## src/rtl/asconp_iter.sv

```systemverilog
// Iterative Ascon-p permutation engine: one registered 320-bit state, UROL rounds
// per clock through a combinational round chain, valid/ready on both sides.
module asconp_iter #(
  parameter int unsigned UROL = 1
) (
  input  logic        clk,
  input  logic        rst_n,
  input  logic        in_valid_i,
  output logic        in_ready_o,
  input  logic [3:0]  rounds_i,
  input  logic [63:0] x0_i,
  input  logic [63:0] x1_i,
  input  logic [63:0] x2_i,
  input  logic [63:0] x3_i,
  input  logic [63:0] x4_i,
  output logic        out_valid_o,
  input  logic        out_ready_i,
  output logic [63:0] x0_o,
  output logic [63:0] x1_o,
  output logic [63:0] x2_o,
  output logic [63:0] x3_o,
  output logic [63:0] x4_o,
  output logic        busy_o
);

  typedef enum logic [1:0] {IDLE, BUSY, DONE} state_t;

  state_t             state_q, state_d;
  logic [4:0][63:0]   st_q;
  logic [4:0][63:0]   xo_q;
  logic [3:0]         r_q;
  logic [3:0]         reff;
  logic [3:0]         rem;
  logic [3:0]         n_rnd;
  logic               last;
  logic [4:0][63:0]   chain_out;
  logic [4:0][63:0]   stage [UROL+1];

  function automatic logic [4:0][63:0] asc_round(input logic [4:0][63:0] s,
                                                 input logic [3:0]       k);
    logic [63:0] x0, x1, x2, x3, x4;
    logic [63:0] t0, t1, t2, t3, t4;
    logic [4:0][63:0] r;
    x0 = s[0];
    x1 = s[1];
    x2 = s[2] ^ {56'd0, 4'hF - k, k};
    x3 = s[3];
    x4 = s[4];
    x0 = x0 ^ x4;
    x4 = x4 ^ x3;
    x2 = x2 ^ x1;
    t0 = ~x0 & x1;
    t1 = ~x1 & x2;
    t2 = ~x2 & x3;
    t3 = ~x3 & x4;
    t4 = ~x4 & x0;
    x0 = x0 ^ t1;
    x1 = x1 ^ t2;
    x2 = x2 ^ t3;
    x3 = x3 ^ t4;
    x4 = x4 ^ t0;
    x1 = x1 ^ x0;
    x0 = x0 ^ x4;
    x3 = x3 ^ x2;
    x2 = ~x2;
    r[0] = x0 ^ {x0[18:0], x0[63:19]} ^ {x0[27:0], x0[63:28]};
    r[1] = x1 ^ {x1[60:0], x1[63:61]} ^ {x1[38:0], x1[63:39]};
    r[2] = x2 ^ {x2[0],    x2[63:1]}  ^ {x2[5:0],  x2[63:6]};
    r[3] = x3 ^ {x3[9:0],  x3[63:10]} ^ {x3[16:0], x3[63:17]};
    r[4] = x4 ^ {x4[6:0],  x4[63:7]}  ^ {x4[40:0], x4[63:41]};
    return r;
  endfunction

  assign reff  = (rounds_i > 4'd12) ? 4'd12 : rounds_i;
  assign rem   = 4'd12 - r_q;
  assign n_rnd = (rem < 4'(UROL)) ? rem : 4'(UROL);
  assign last  = ((r_q + n_rnd) == 4'd12);

  // Stages past n_rnd still evaluate but are bypassed by the output mux.
  always_comb begin
    stage[0]  = st_q;
    for (int unsigned i = 0; i < UROL; i++) begin
      stage[i+1] = asc_round(stage[i], r_q + 4'(i));
    end
    chain_out = st_q;
    for (int unsigned i = 0; i <= UROL; i++) begin
      if (4'(i) == n_rnd) chain_out = stage[i];
    end
  end

  // A zero-round request still takes one pass through BUSY (chain fully
  // bypassed), giving it the same one-cycle latency as a single chunk.
  always_comb begin
    state_d = state_q;
    case (state_q)
      IDLE:    if (in_valid_i) state_d = BUSY;
      BUSY:    if (last) state_d = DONE;
      DONE:    if (out_ready_i) state_d = IDLE;
      default: state_d = IDLE;
    endcase
  end

  always_ff @(posedge clk or negedge rst_n) begin
    if (!rst_n) begin
      state_q <= IDLE;
      st_q    <= '0;
      xo_q    <= '0;
      r_q     <= '0;
    end else begin
      state_q <= state_d;
      case (state_q)
        IDLE: begin
          if (in_valid_i) begin
            st_q <= {x4_i, x3_i, x2_i, x1_i, x0_i};
            r_q  <= 4'd12 - reff;
          end
        end
        BUSY: begin
          st_q <= chain_out;
          r_q  <= r_q + n_rnd;
          if (last) xo_q <= chain_out;
        end
        default: ;
      endcase
    end
  end

  assign in_ready_o  = (state_q == IDLE);
  assign busy_o      = (state_q == BUSY);
  assign out_valid_o = (state_q == DONE);
  assign x0_o        = xo_q[0];
  assign x1_o        = xo_q[1];
  assign x2_o        = xo_q[2];
  assign x3_o        = xo_q[3];
  assign x4_o        = xo_q[4];

endmodule
```

## config.mk

```make
export PLATFORM = sky130hd
export DESIGN_NAME = asconp_iter
export DESIGN_NICKNAME = d
export VERILOG_FILES = /design/src/rtl/asconp_iter.sv
export SDC_FILE = /design/constraint.sdc
export NUM_CORES = 2
export LEC_CHECK = 0
export ABC_AREA = 1
export CAP_MARGIN = 20
export CORE_UTILIZATION = 44
export CTS_BUF_LIST = sky130_fd_sc_hd__clkbuf_4 sky130_fd_sc_hd__clkbuf_8 sky130_fd_sc_hd__clkbuf_16
export DETAILED_ROUTE_END_ITERATION = 12
export PLACE_DENSITY = 0.66
export RECOVER_POWER = 100
export SLEW_MARGIN = 20
export SYNTH_ARGS = -nofsm -noshare
export SYNTH_HDL_FRONTEND = slang
export SYNTH_SLANG_ARGS = --single-unit
```

## constraint.sdc

```tcl
create_clock -name clk -period 3.8 [get_ports clk]
set_input_delay 0.38 -clock clk [delete_from_list [all_inputs] [get_ports clk]]
set_output_delay 0.38 -clock clk [all_outputs]
set_load 0.005 [all_outputs]
```

Word-level counts from Yosys, hierarchy flattened
Index checks and enable logic that the tools add are counted.
{"block": "op_classes", "muxes": 11, "order_cmp": 2, "bitwise_logic": 33, "reduce_logical": 5, "n_eq_ne": 7, "add_sub_neg": 4}
{"cell": "$xor A64 B64 Y64", "n": 21}
{"cell": "$mux W320", "n": 2}
{"cell": "$pmux W320 S2", "n": 1}
{"cell": "$not A64 Y64", "n": 6}
{"cell": "$and A64 B64 Y64", "n": 5}
{"cell": "$xor A64 B8 Y64", "n": 1}
{"cell": "$mux W4", "n": 3}
{"cell": "$sub A4 B4 Y4 const A", "n": 3}
{"cell": "$pmux W4 S2", "n": 1}
{"cell": "$mux W2", "n": 3}
{"cell": "$pmux W2 S3", "n": 1}
{"cell": "$add A4 B4 Y4", "n": 1}
{"cell": "$eq A1 B4 Y1 const A", "n": 1}
{"cell": "$eq A4 B4 Y1 const B", "n": 1}
{"cell": "$gt A4 B4 Y1 const B", "n": 1}
{"cell": "$lt A4 B1 Y1 const B", "n": 1}
{"cell": "$ne A2 B1 Y1 const B", "n": 2}
{"cell": "$reduce_and A2 Y1", "n": 2}
{"cell": "$reduce_and A3 Y1", "n": 1}
{"cell": "$eq A2 B1 Y1 const B", "n": 1}
{"cell": "$eq A2 B2 Y1 const B", "n": 1}
{"cell": "$logic_not A2 Y1", "n": 1}
{"cell": "$ne A2 B2 Y1 const B", "n": 1}
{"cell": "$reduce_bool A2 Y1", "n": 1}
{"block": "word_totals", "output_inout_bits": 323, "ff_bits": 646, "word_cells": 74}

Depth between registers and ports, before layout
{"block": "depth", "word_depth": 11, "ltp_mapped": 18}

Worst setup path before layout
No wires, ideal clock.
{"block": "synth_timing", "path_kind": "register -> register", "start": "register r_q[1]", "end": "register st_q[244] (netlist name)", "required_time_ps": 3684, "n_path_buf": 0, "setup_ps": 116, "slack_ps": 1584, "arrival_time_ps": 2100, "stages_incl_launch_ff": 17, "path_cell_list": "dfrtp_1 > inv_1 > nand2_1 > and2_1 > inv_1 > ha_1 > xnor2_1 > xnor2_1 > inv_1 > nand2_1 > nand2_1 > nand2_1 > nand2_1 > nand2_1 > nand3_1 > nand2_1 > nand2_1"}
{"block": "synth_via", "elab_chain_len": 8}
{"element": "start: declaration", "line_no": "31", "rtl": "logic [3:0] r_q;"}
{"element": "start signal: assignment", "line_no": "115", "rtl": "r_q <= 4'd12 - reff;"}
{"element": "start signal: assignment", "line_no": "120", "rtl": "r_q <= r_q + n_rnd;"}
{"element": "parallel branches: the longest is 6 deep, another holds $sub A4 B4 Y4"}
{"element": "$mux W320 (*)", "line_no": "87", "rtl": "if (4'(i) == n_rnd) chain_out = stage[i];"}
{"element": "$pmux W320 S2 (*)", "line_no": "111", "rtl": "case (state_q)"}
{"element": "end signal: assignment", "line_no": "114", "rtl": "st_q <= {x4_i, x3_i, x2_i, x1_i, x0_i};"}
{"element": "end signal: assignment", "line_no": "119", "rtl": "st_q <= chain_out;"}
{"element": "end: declaration", "line_no": "29", "rtl": "logic [4:0][63:0] st_q;"}
Every way passes the cells marked *.
A chain may end at the register's enable or synchronous reset.

Worst setup path after layout
{"block": "layout_timing", "start": "register r_q[2]", "end": "register st_q[198] (netlist name)"}
{"block": "layout_via", "elab_chain_len": 9}
{"element": "parallel branches: the longest is 7 deep, another holds $sub A4 B4 Y4"}
{"element": "$mux W320 (*)", "line_no": "87"}
{"element": "$pmux W320 S2 (*)", "line_no": "111"}
Marked as above.

==> impl_metrics.ini <==
[worst_setup_path]
arrival_ps = 4050
critical_path.max_fanout = 5
criticalPathCategory = register to register
worstPathRequired_ps = 4380
r2r_cells = 13
end_kind = register
timing.rr.end = st_q[198]$_DFFE_PN0P_
r2r_slack_ps = 320
critPathLaunchType = register
reg2reg_from = r_q[2]$_DFFE_PN0P_

[timing]
worst_slew_pin_slew_ps = 2780
finalSetupViolations = 0
finalMaxSlewViolations = 229
setup-tns-final_ps = 0
fin_skew_ps = 36.0
max_freq_mhz = 288
fin_crit_ps = 3480
finalCritPeriodShare = 0.915
rsz0062_at_grt = no
relSlewSlack = -0.854
final-hold-violation-count = 0

[synthesis]
yosysTopAreaCellShare = 0.331
synth-seq-cells = 646
synth_area_leaders = dfrtp_1 (33%), nand2_1 (24%), nand3_1 (12%)
syn_nets = 8058
yosysWarningCount = 0
syn-cell-area_um2 = 48800
synthCells = 7599
ys_types = 34
yosysTopAreaCell = dfrtp_1
synth_area_per_cell_um2 = 6.42
ys_seq_area_frac = 0.331

[detailed_routing]
post-route-drc-count = 0
dr_total_vias = 58453
drt-pass1-iter-count = 9
drt-vias-per-instance = 5.93
wl_per_cell_um = 29.9
drt-initial-drc-count = 8822
ant_nets = 0
routed_wl_um = 294000

[floorplan]
die_h_um = 335
die_w_um = 335
io_pins = 651
row_count = 121
start_util = 0.446
die_area_um2 = 112000
core_area_um2 = 109000

[clocking]
cts_tree = done
cts_max_level = 3
post_cts_resized = 0
numCtsBuffers = 74
insertion_delay_ps = 710
cts_root_buf = clkbuf_16
clkSinkCount = 646
cts.reportedPaths.clkPinSlew_ps = 70
cts_buffer_depth = 3

[final_layout]
finalNonFillerCells = 9854
area_growth_pct = 24.9
drive_above_1_share = 0.0527
layout_common_cells = nand2_1 (3163), nand3_1 (1178), inv_1 (737)
num-fill-cells = 10537
final_nets = 8763
layout_commonest_cell = nand2_1

[job]
cap_viol_max_count = 3

[hold_path]
hold_end = state_q[1]$_DFFE_PN0P_
min_from = out_ready_i
min-delay-path-class = primary input to register
min_path_cells = 2

[grt]
antenna_found_initial = 16
grt_max_degree = 128
grt_busiest_layer = met2
grt_util_met3 = 0.204
met1_usage = 0.646
grt_first_pass_wirelength_um = 400000
grt_pass1_vias = 52669
track_usage = 0.511
grt-ovfl-total = 0
grt_use_met2 = 0.719

[run_status]
violations = capacitance limit, slew limit
status = finished, violations left

[placed_design]
io_buffers = 650
place.detailed.hpwl_um = 238000
post-place-cells = 9703
place_congestion = 1.16
==> layer usage <==
layer,wire (um),share of wire
met5,370,0.0013
met2,118000,0.40
met1,109000,0.37
met3,44700,0.15
met4,22600,0.077
==> cell usage after synthesis <==
library cell,instances
nand2_1,3165
nand3_1,1178
inv_1,737
dfrtp_1,646
o21ai_0,512
xor2_1,358
nor2_1,195
clkbuf_1,171
xnor2_1,144
a21oi_1,137
ha_1,131
buf_2,46
or2_2,41
buf_1,27
buf_4,22
o31ai_1,22
o21bai_1,21
buf_6,13
o22ai_1,9
nand4_1,4
and2_1,3
inv_2,3
nor3_1,2
o211ai_1,2
a22oi_1,1
a31oi_1,1
clkbuf_2,1
clkinv_1,1
nand2_2,1
nor2_8,1
o211ai_2,1
o21ai_1,1
o221ai_1,1
o22a_1,1
==> cell type report <==
| type | count | area, um2 | area share |
|---|---|---|---|
| inverter | 741 | 2790 | 0.0458 |
| tap | 1476 | 1850 | 0.0303 |
| timing repair buffer | 909 | 8720 | 0.143 |
| sequential | 646 | 16200 | 0.265 |
| antenna | 13 | 32.5 | 0.000534 |
| multi-input combinational | 5932 | 28600 | 0.470 |
| clock inverter | 40 | 612 | 0.0100 |
| clock buffer | 97 | 2150 | 0.0352 |
==> critical path, cell delays in order, from the launching register on <==
cell and delay (ps):
dfrtp_1 450, xnor2_1 240, clkbuf_1 480, ha_1 350, xor2_1 160, clkbuf_2 280
xnor2_1 590, nand2_1 170, nand2_1 100, nand2_1 50, nand3_1 190, nand3_1 110
nand2_1 110, nand2_1 60
==> flip-flops by register name, indices dropped and copies added (netlist names) <==
signal   cells
state_q      2
x1_o        64
x0_o        64
x3_o        64
x2_o        64
r_q          4
x4_o        64
st_q       320
==> through the flow <==
stage / cell area (um2) / worst slack, ps / utilization / hold slack [ps]
after floorplan: 48800 / 1580 / - / 84.4
after global placement: 58300 / 639 / 0.533 / 454
after detailed placement: 58300 / 631 / 0.533 / 458
after CTS: 61100 / 627 / 0.558 / 251
after global routing: 60900 / 230 / 0.557 / 287
final: 61000 / 324 / 0.557 / 260
==> logic make-up after synthesis <==
family | synth area share
buffers and inverters | 0.0834
adders and majority gates | 0.0336
xor gates and xnor gates | 0.0901
AOI/OAI and AO/OA | 0.0756
DFF | 0.331
and+or+nand+nor | 0.386
==> what timing repair did <==
action | 4_1_cts | 5_1_grt
endpoints found under the hold margin | 53 | 0
hold buffers | 1 | 0
setup buffers | 0 | 0
==> worst max path at each step <==
stage	from	end	slack (ps)	depth (start not counted)
detailed placement	r_q[0]$_DFFE_PN0P_	x0_o[7]$_DFFE_PN0P_	630	9
global route	r_q[0]$_DFFE_PN0P_	x1_o[63]$_DFFE_PN0P_	230	12
finish	r_q[2]$_DFFE_PN0P_	st_q[198]$_DFFE_PN0P_	320	13
global placement	r_q[0]$_DFFE_PN0P_	x0_o[7]$_DFFE_PN0P_	640	9
floorplan	r_q[1]$_DFFE_PN0P_	st_q[244]$_DFFE_PN0P_	1580	16
CTS	r_q[0]$_DFFE_PN0P_	x0_o[7]$_DFFE_PN0P_	630	9
Power is left out: the tool's default activity adds up to more than one toggle a clock period on the data nets, which glitch-free logic cannot reach.
